<file path="config.mk">
export PLATFORM = sky130hd
export DESIGN_NAME = ws2812_framebuffer_flat
export DESIGN_NICKNAME = d
export VERILOG_FILES = /design/src/rtl/ws2812_framebuffer_if.sv /design/src/rtl/ws2812_framebuffer.sv /design/src/flat_wrapper.sv
export SDC_FILE = /design/constraint.sdc
export NUM_CORES = 1
export LEC_CHECK = 0
export CAP_MARGIN = 20
export CORE_MARGIN = 5
export CORE_UTILIZATION = 33
export DETAILED_ROUTE_END_ITERATION = 10
export HOLD_SLACK_MARGIN = 0.08
export SETUP_SLACK_MARGIN = 0.2
export SLEW_MARGIN = 20
export SYNTH_ARGS = -nofsm -noshare
export SYNTH_HDL_FRONTEND = slang
export SYNTH_SLANG_ARGS = --single-unit
</file>
<file path="constraint.sdc">
create_clock -name clk -period 3.95 [get_ports clk]
set_input_delay 0.79 -clock clk [delete_from_list [all_inputs] [get_ports clk]]
set_output_delay 0.79 -clock clk [all_outputs]
set_load 0.01 [all_outputs]
</file>
<file path="src/rtl/ws2812_framebuffer_if.sv">
// rtl/ws2812_framebuffer_if.sv - driver read port and writer/commit port of the ws2812 framebuffer
interface ws2812_framebuffer_if #(
    parameter int ADDR_BITS = 3
);
    logic [ADDR_BITS-1:0] address;
    logic                 new_address;
    logic [7:0]           red;
    logic [7:0]           green;
    logic [7:0]           blue;

    logic                 wr_valid;
    logic                 wr_ready;
    logic [ADDR_BITS-1:0] wr_addr;
    logic [7:0]           wr_red;
    logic [7:0]           wr_green;
    logic [7:0]           wr_blue;

    logic                 commit;
    logic                 commit_pending;
    logic [7:0]           frame_count;

    modport master (
        output address, new_address, wr_valid, wr_addr, wr_red, wr_green, wr_blue, commit,
        input  red, green, blue, wr_ready, commit_pending, frame_count
    );

    modport slave (
        input  address, new_address, wr_valid, wr_addr, wr_red, wr_green, wr_blue, commit,
        output red, green, blue, wr_ready, commit_pending, frame_count
    );
endinterface

</file>
<file path="src/rtl/ws2812_framebuffer.sv">
// rtl/ws2812_framebuffer.sv - double-buffered pixel store feeding ws2812c, swaps only at frame start
// Optional FB_BRIGHTNESS_EN adds a brightness port and a scaling stage on the read path.
module ws2812_framebuffer #(
    parameter int NUM_LEDS  = 8,
    parameter int ADDR_BITS = 3
) (
    input  logic clk,
    input  logic reset,
`ifdef FB_BRIGHTNESS_EN
    input  logic [3:0] brightness,
`endif
    ws2812_framebuffer_if.slave bus
);
    typedef enum logic [1:0] {
        ST_CLEAR,
        ST_RUN,
        ST_PENDING
    } state_t;

    localparam logic [ADDR_BITS:0]   LED_LIMIT = (ADDR_BITS + 1)'(NUM_LEDS);
    localparam logic [ADDR_BITS-1:0] LAST_IDX  = ADDR_BITS'(NUM_LEDS - 1);

    state_t               state;
    state_t               state_next;
    logic [ADDR_BITS-1:0] clr_idx;
    logic                 front;
    logic                 front_next;
    logic                 swap;
    logic                 wr_fire;
    logic                 wr_in_range;
    logic                 rd_in_range;
    logic [7:0]           frame_count_q;
    logic [23:0]          rd_q;
    logic [23:0]          pix_out;
    logic [23:0]          mem [2][NUM_LEDS];

    always_comb begin
        state_next = state;
        swap       = 1'b0;
        case (state)
            ST_CLEAR:   if (clr_idx == LAST_IDX) state_next = ST_RUN;
            ST_RUN:     if (bus.commit) state_next = ST_PENDING;
            ST_PENDING: begin
                if (bus.new_address && bus.address == '0) begin
                    swap       = 1'b1;
                    state_next = ST_RUN;
                end
            end
            default:    state_next = ST_CLEAR;
        endcase
    end

    // The read in the swap cycle already targets the newly committed bank.
    assign front_next  = front ^ swap;
    assign wr_fire     = bus.wr_valid && bus.wr_ready && reset;
    assign wr_in_range = {1'b0, bus.wr_addr} < LED_LIMIT;
    assign rd_in_range = {1'b0, bus.address} < LED_LIMIT;

    always_ff @(posedge clk) begin
        if (!reset) begin
            state         <= ST_CLEAR;
            clr_idx       <= '0;
            front         <= 1'b0;
            frame_count_q <= 8'd0;
            rd_q          <= 24'd0;
        end else begin
            state <= state_next;
            front <= front_next;
            if (state == ST_CLEAR) clr_idx <= clr_idx + 1'b1;
            if (swap) frame_count_q <= frame_count_q + 8'd1;
            if (state != ST_CLEAR && bus.new_address)
                rd_q <= rd_in_range ? mem[front_next][bus.address] : 24'd0;
        end
    end

    // Out-of-range writes complete the handshake but store nothing.
    always_ff @(posedge clk) begin
        if (reset && state == ST_CLEAR) begin
            mem[0][clr_idx] <= 24'd0;
            mem[1][clr_idx] <= 24'd0;
        end else if (wr_fire && wr_in_range) begin
            mem[~front][bus.wr_addr] <= {bus.wr_red, bus.wr_green, bus.wr_blue};
        end
    end

`ifdef FB_BRIGHTNESS_EN
    logic [4:0]  gain;
    logic [23:0] scaled_q;

    function automatic logic [7:0] scale(input logic [7:0] c, input logic [4:0] g);
        logic [11:0] p;
        p = 12'(c) * 12'(g);
        return p[11:4];
    endfunction

    assign gain = {1'b0, brightness} + 5'd1;

    always_ff @(posedge clk) begin
        if (!reset) scaled_q <= 24'd0;
        else        scaled_q <= {scale(rd_q[23:16], gain), scale(rd_q[15:8], gain), scale(rd_q[7:0], gain)};
    end

    assign pix_out = scaled_q;
`else
    assign pix_out = rd_q;
`endif

    assign bus.red            = pix_out[23:16];
    assign bus.green          = pix_out[15:8];
    assign bus.blue           = pix_out[7:0];
    assign bus.wr_ready       = (state == ST_RUN);
    assign bus.commit_pending = (state == ST_PENDING);
    assign bus.frame_count    = frame_count_q;
endmodule

</file>
<file path="src/flat_wrapper.sv">
// flat-port wrapper written by rule: the top's interface ports become plain ports
module ws2812_framebuffer_flat 
#(
    parameter int NUM_LEDS  = 8,
    parameter int ADDR_BITS = 3
)
  (clk, reset, bus_address, bus_new_address, bus_wr_valid, bus_wr_addr, bus_wr_red, bus_wr_green, bus_wr_blue, bus_commit, bus_red, bus_green, bus_blue, bus_wr_ready, bus_commit_pending, bus_frame_count);
  ws2812_framebuffer_if #(.ADDR_BITS(ADDR_BITS)) bus_i ();
  input  logic clk;
  input  logic reset;
  input wire logic [$bits(bus_i.address)-1:0] bus_address;
  input wire logic [$bits(bus_i.new_address)-1:0] bus_new_address;
  input wire logic [$bits(bus_i.wr_valid)-1:0] bus_wr_valid;
  input wire logic [$bits(bus_i.wr_addr)-1:0] bus_wr_addr;
  input wire logic [$bits(bus_i.wr_red)-1:0] bus_wr_red;
  input wire logic [$bits(bus_i.wr_green)-1:0] bus_wr_green;
  input wire logic [$bits(bus_i.wr_blue)-1:0] bus_wr_blue;
  input wire logic [$bits(bus_i.commit)-1:0] bus_commit;
  output wire logic [$bits(bus_i.red)-1:0] bus_red;
  output wire logic [$bits(bus_i.green)-1:0] bus_green;
  output wire logic [$bits(bus_i.blue)-1:0] bus_blue;
  output wire logic [$bits(bus_i.wr_ready)-1:0] bus_wr_ready;
  output wire logic [$bits(bus_i.commit_pending)-1:0] bus_commit_pending;
  output wire logic [$bits(bus_i.frame_count)-1:0] bus_frame_count;
  assign bus_i.address = bus_address;
  assign bus_i.new_address = bus_new_address;
  assign bus_i.wr_valid = bus_wr_valid;
  assign bus_i.wr_addr = bus_wr_addr;
  assign bus_i.wr_red = bus_wr_red;
  assign bus_i.wr_green = bus_wr_green;
  assign bus_i.wr_blue = bus_wr_blue;
  assign bus_i.commit = bus_commit;
  assign bus_red = bus_i.red;
  assign bus_green = bus_i.green;
  assign bus_blue = bus_i.blue;
  assign bus_wr_ready = bus_i.wr_ready;
  assign bus_commit_pending = bus_i.commit_pending;
  assign bus_frame_count = bus_i.frame_count;
  ws2812_framebuffer #(.NUM_LEDS(NUM_LEDS), .ADDR_BITS(ADDR_BITS)) u_core (.clk(clk), .reset(reset), .bus(bus_i));
endmodule
</file>
==> results of run 1 <==
[through the flow]
step           hold WS (ps)  cell area, um^2  std cells  total power, W  utilization
4_1_cts                 476            23100       2434         0.00979        0.385
2_1_floorplan           443            20000       1587         0.00531            -
3_3_place_gp            462            21600       2346         0.00551        0.360
6_report                474            23200       2439         0.00971        0.385
5_1_grt                 494            23100       2434          0.0100        0.385
3_5_place_dp            464            21600       2346         0.00552        0.360
[layer usage]
| layer | global-route usage | up-vias | routed length, um |
|---|---|---|---|
| li1 | - | 5999 | - |
| met1 | 0.234 | 6792 | 25100 |
| met2 | 0.287 | 501 | 27600 |
| met3 | 0.0306 | 80 | 4090 |
| met4 | 0.0573 | 0 | 1790 |
| met5 | 0 | - | 0 |
[final cells by class]
cell class | count | area (um^2)
multi-input cells | 1012 | 7160
inverters | 3 | 11.3
fillers | 5714 | 37000
well taps | 782 | 978
flip-flops and latches | 422 | 12300
clock inverters | 19 | 129
diodes | 5 | 12.5
clock buffers | 69 | 1380
repair buffers | 127 | 1190
[layout by cell type (no fill, tap or decap), types with 12 or more instances in the layout]
cell type        netlist  routed
clkbuf_16              0      49
dfxtp_1               38      37
nand2_1               41      41
a31oi_1               37      37
nand4_1               28      28
and2_1               398     398
clkbuf_1             111      12
buf_4                  1      53
o2bb2ai_1             18      18
a22oi_1               19      19
edfxtp_1             384     384
nand3_1               58      57
a21oi_1               34      34
mux2_2                25      25
mux2i_1               64      64
nor2_1                20      20
a222oi_1              23      23
o21ai_2                0      12
a311oi_1              18      18
nand3b_1              17      17
a32oi_1               22      22
and4_1                17      17
o21ai_0               52      40
a31o_2                17      17
clkdlybuf4s50_1        0      66
[Yosys cell counts (all sizes together) (4+ instances only)]
master,n
a31oi,37
nand2b,7
a32oi,22
a31o,17
o21ai,55
clkbuf,111
o2bb2ai,18
buf,39
xnor2,8
a21boi,4
mux2i,64
a2111o,5
and2,398
nand4,28
nor2b,8
mux2,30
nand3b,17
dfxtp,38
edfxtp,384
o211ai,6
nor2,21
nand2,42
a22oi,19
nand3,58
mux4,6
a2bb2oi,5
and4,17
a21oi,34
a222oi,23
a311oi,18
nor3,10
[power by group through the flow]
stage	clock, W	combinational, W	sequential [W]
2_1_floorplan	0	0.000226	0.00508
3_3_place_gp	0	0.000422	0.00509
3_5_place_dp	0	0.000430	0.00509
4_1_cts	0.00436	0.000431	0.00500
5_1_grt	0.00455	0.000461	0.00501
6_report	0.00429	0.000430	0.00500
[worst register-to-register path, cell delays in order, from the launching register on]
cell      delay [ps]
dfxtp_1          460
nand2b_1         340
inv_2            200
a21oi_1          160
nor2_4           490
buf_4            400
o21ai_0          150
a2111o_1         390
[sequential cells by signal (all words and copies together), names as in the netlist]
register,count
u_core.bus.frame_count,8
u_core.mem,384
u_core.pix_out,24
u_core.front,1
u_core.state,2
u_core.clr_idx,3
[worst min path at each step]
| stage | endpoint | slack, ps |
|---|---|---|
| 6_report | u_core.pix_out[19] | 470 |
| 5_1_grt | u_core.pix_out[19] | 490 |
| 4_1_cts | u_core.pix_out[19] | 480 |
| 3_5_place_dp | u_core.pix_out[19] | 460 |
| 3_3_place_gp | u_core.pix_out[18] | 460 |
| 2_1_floorplan | u_core.pix_out[15] | 440 |
[kinds of logic after synthesis]
family | after synthesis | share of synthesized area
adders and majority gates | 3 | 0.00188
muxes | 100 | 0.0567
and+or+nand+nor | 620 | 0.188
AOI/OAI and AO/OA | 280 | 0.102
xor gates and xnor gates | 9 | 0.00395
buffers and inverters | 153 | 0.0312
DFF | 422 | 0.616
==> run metrics, run 1 <==
post-CTS sizing 0; Levels on crit path 7; Synth Register Bits between 400 and 500; crit path launch bus_new_address; Synth Flop Type edfxtp_1; first-pass GRT wire length just under 90 mm; Final WS setup between 1000 and 1500 ps; sequential area share after synthesis 0.616; Warnings, synthesis 0; syn_area_per_cell 12.6 um^2; area leader, netlist edfxtp_1; antenna violations before repair 4; clk_lat worst skew 580 ps; share of flip-flops with an asynchronous set or reset 0; hold-fix buffers at CTS 0; CTS tree done; Worst-path clk slew 60 ps; WP data arrival 3350 ps; DIE AREA roughly 66000 um^2; Die X 256 um; drt first pass iters 7; Initial Util 0.332; syn nets 1625; CTS Root Cell clkbuf_16; cts bufs inserted 47; Combinational Power Share 0.044; Critical Path Max Stage Delay 670 ps; Leak 7.69 nW; Final ANT Viol Nets 0; core area 60100 um^2; Yosys cell types 66; Overflow after GRT 0; Worst Path Required 4380 ps; minimum clock period 2920 ps; RSZ-0062 raised after global routing no; Via density 5.48; max-cap viol count 0; Startpoint Class input port; cell area after synthesis approximately 20000 um^2; I/O pin cnt a little under 70; GRT Util Overall 0.174; DR WL/cell 24.0 um; sequential power share 0.515; Pins Over Slew Limit 0; outcome complete, no violations; critical path type input port to register; Crit-path slowest cell or4b_1; Power Dens Cells ~420 nW/um^2; post-synth top area share 0.578; Setup TNS Final 0 ps; clock network fraction of design power 0.441; FF-to-FF setup slack between 1000 and 1500 ps; share of cells above drive strength 1 0.133; Die Y approximately 260 um; Critical R2R Capture u_core.pix_out[13]; htree depth 2; row cnt 90; I/O Buffers 68; worst setup path endpoint u_core.pix_out[5]; HPWL reported at the end of detailed placement 34.0 mm; number of enable flip-flop cells after synthesis between 300 and 400; Setup Skew approximately 13 ps; Hold Fails Final Rpt 0; Switching Share 0.220; NumNets Final 1651; Pint roughly 0.0076 W; reg2reg path depth 7; routability cong. 0.813; Worst Max-Slew Pin Slew 718 ps; Post-Synthesis Cells between 1500 and 2000; WL final 58.6 mm; Sink Count 422; Peak VDD IR 314 uV; reg-to-reg startpoint u_core.state[1]; endpoints failing setup 0; pre-CTS WS about 490 ps; Setup crit end kind register; Max-slew headroom 0.520; clk buf depth 3; Psw 0.00214 W; most area-consuming cells after synthesis edfxtp_1, and2_1, dfxtp_1; buffer and inverter count on the worst path 2; critical path's top delay family compound AO/OA/AOI/OAI gates; area growth from synthesis to layout 16.0%; worst hold path class register to register; 1st-iter DRT viols 1313; Worst Path Max Fanout 63; vias in the first global route 13500; Max Freq 343 MHz; via count approximately 13000; hold depth 2; Hold Startpoint u_core.mem[0][67]; largest net degree at the start of global routing 82; # DRC 0; Setup Buffers After CTS 0; Cell Chain, Critical Path clkdlybuf4s50_1 > or4b_1 > o21ai_4 > buf_12 > a211oi_1 > o31ai_1 > o2111ai_1; Final Cycle Share 0.739
Power figures use the tool's default switching activity.
==> inputs of run 2 (changes only) <==
==> constraint.sdc (replaced) <==
create_clock -name clk -period 2.4 [get_ports clk]
set_input_delay 0.48 -clock clk [delete_from_list [all_inputs] [get_ports clk]]
set_output_delay 0.48 -clock clk [all_outputs]
set_load 0.01 [all_outputs]
==> run 2 against run 1 <==
Worst setup slack lost 790 ps. Cell count rose by 3.2%. Largest cell class unchanged. Register-to-register slack got worse by 960 ps. Worst hold slack about the same. Global-route usage grew 0.44 points. Power up 62%. Critical path depth decreased by 6.
==> run metrics, run 2 (synthesized netlist as in run 1, its figures left out) <==
Final ANT Viol Nets 0; 1st-iter DRT viols 1360; minimum clock period 2160 ps; RSZ-0062 raised after global routing no; HPWL reported at the end of detailed placement 38.3 mm; drt first pass iters 7; FF-to-FF setup slack 290 ps; most frequent cells in the layout and2_1, edfxtp_1, buf_4, mux2i_1, clkdlybuf4s50_1; routability cong. approximately 0.82; WP data arrival between 1500 and 2000 ps; area growth from synthesis to layout 21.9%; Post-Route Utilization 0.405; met2 Resource Use GR 0.282; Leak 8.26 nW; DR WL/cell 24.1 um; critical path's top delay family buffers and inverters; Levels on crit path 1; NumNets Final 1743; Power Dens Cells 647 nW/um^2; Max Freq ~460 MHz; DP Area 22800 um^2; cts bufs inserted 46; CTS tree done; Critical Path Max Stage Delay 610 ps; Initial Util 0.332; row cnt 90; Startpoint Class register; DIE AREA between 60000 and 70000 um^2; I/O Buffers a little under 70; GRT Util Overall 0.178; via count 13800; Final Cell Area 24300 um^2; grt met1 use 0.246; hold path endpoint u_core.pix_out[22]; Hold Startpoint u_core.mem[0][70]; Tot Pwr 0.0157 W; reg2reg path depth 6; Overflow after GRT 0; met3 usage 0.0337; outcome complete, no violations; Post-Place Cells 2432; reg-to-reg startpoint u_core.front; critical path type register to primary output; Setup crit end kind primary output; Pins Over Slew Limit 0; clk buf depth 3; share of cells above drive strength 1 0.179; filler cell count in the final layout 5620; Sink Count 422; Critical R2R Capture u_core.mem[0][125]; Worst-path clk slew 60 ps; max-cap viol count 0; Worst Path Max Fanout 2; Via density 5.47; Peak VDD IR 443 uV; antenna violations before repair 4; Hold Fails Final Rpt 0; clk_lat worst skew 580 ps; Die Y 256 um; hold-fix buffers at CTS 0; Worst Path Required around 1900 ps; multi-input logic area 7220 um^2; first-pass GRT wire length roughly 90 mm; GR peak layer met2; Die X around 260 um; buffer and inverter count on the worst path 1; endpoints failing setup 0; largest register by flop count u_core.mem; Max-slew headroom 0.504; # DRC 0; WL final roughly 61 mm; CTS Root Cell clkbuf_16; Worst Max-Slew Pin Slew 742 ps; Finished Layout Cells 2518; Final Cycle Share 0.901; vias in the first global route 13900; Reg area 12300 um^2; max reg flops 384; I/O pin cnt 69; largest net degree at the start of global routing 64; Setup Skew 20.9 ps; Cell Chain, Critical Path clkdlybuf4s50_1; Crit-path slowest cell clkdlybuf4s50_1; core area 60100 um^2; hold depth 2; htree depth 2; most common library cell in the layout ignoring fill and taps and2_1; worst hold path class register to register
## run 2: cell type report
class	count	area share
Sequential cell	422	0.505
Multi-Input combinational cell	1012	0.297
Timing Repair Buffer	220	0.101
Clock buffer	60	0.0508
Tap cell	782	0.0402
Clock inverter	18	0.00576
Inverter	3	0.000463
Antenna cell	1	0.000103
## run 2: metrics by stage
step / hold WS (ps) / TNS, ps / worst slack, ps
3_5_place_dp: 464 / -54140 / -557
3_3_place_gp: 465 / -52120 / -459
6_report: 474 / 0 / 238
5_1_grt: 496 / 0 / 206
4_1_cts: 478 / 0 / 206
2_1_floorplan: 443 / -14260 / -104
## run 2: where the power goes
part	internal, W	switching (W)	leakage [nW]
clock network	0.00381	0.00287	0.668
logic	0.000319	0.000518	3.71
registers	0.00815	0.0000778	3.88
## run 2: timing repair
| action | 4_1_cts | 5_1_grt |
|---|---|---|
| resized for setup | 8 | 10 |
| pin swaps | 2 | 2 |
| endpoints found under the setup margin | 26 | 24 |
| setup buffers | 2 | 4 |
| cloned | 0 | 1 |
## run 2: layer usage
metal / up-vias / part of all wire
met5: - / 0.00018
met3: 89 / 0.077
li1: 6189 / -
met1: 6946 / 0.43
met4: 2 / 0.032
met2: 542 / 0.46
## run 2: worst max path at each step
| stage | endpoint | start |
|---|---|---|
| CTS | u_core.pix_out[14] | bus_new_address |
| detailed placement | u_core.pix_out[1] | bus_new_address |
| finish | bus_blue[5] | u_core.pix_out[5] |
| global placement | u_core.pix_out[4] | bus_address[2] |
| global route | u_core.mem[1][180] | u_core.state[1] |
| floorplan | u_core.mem[1][0] | bus_wr_addr[1] |
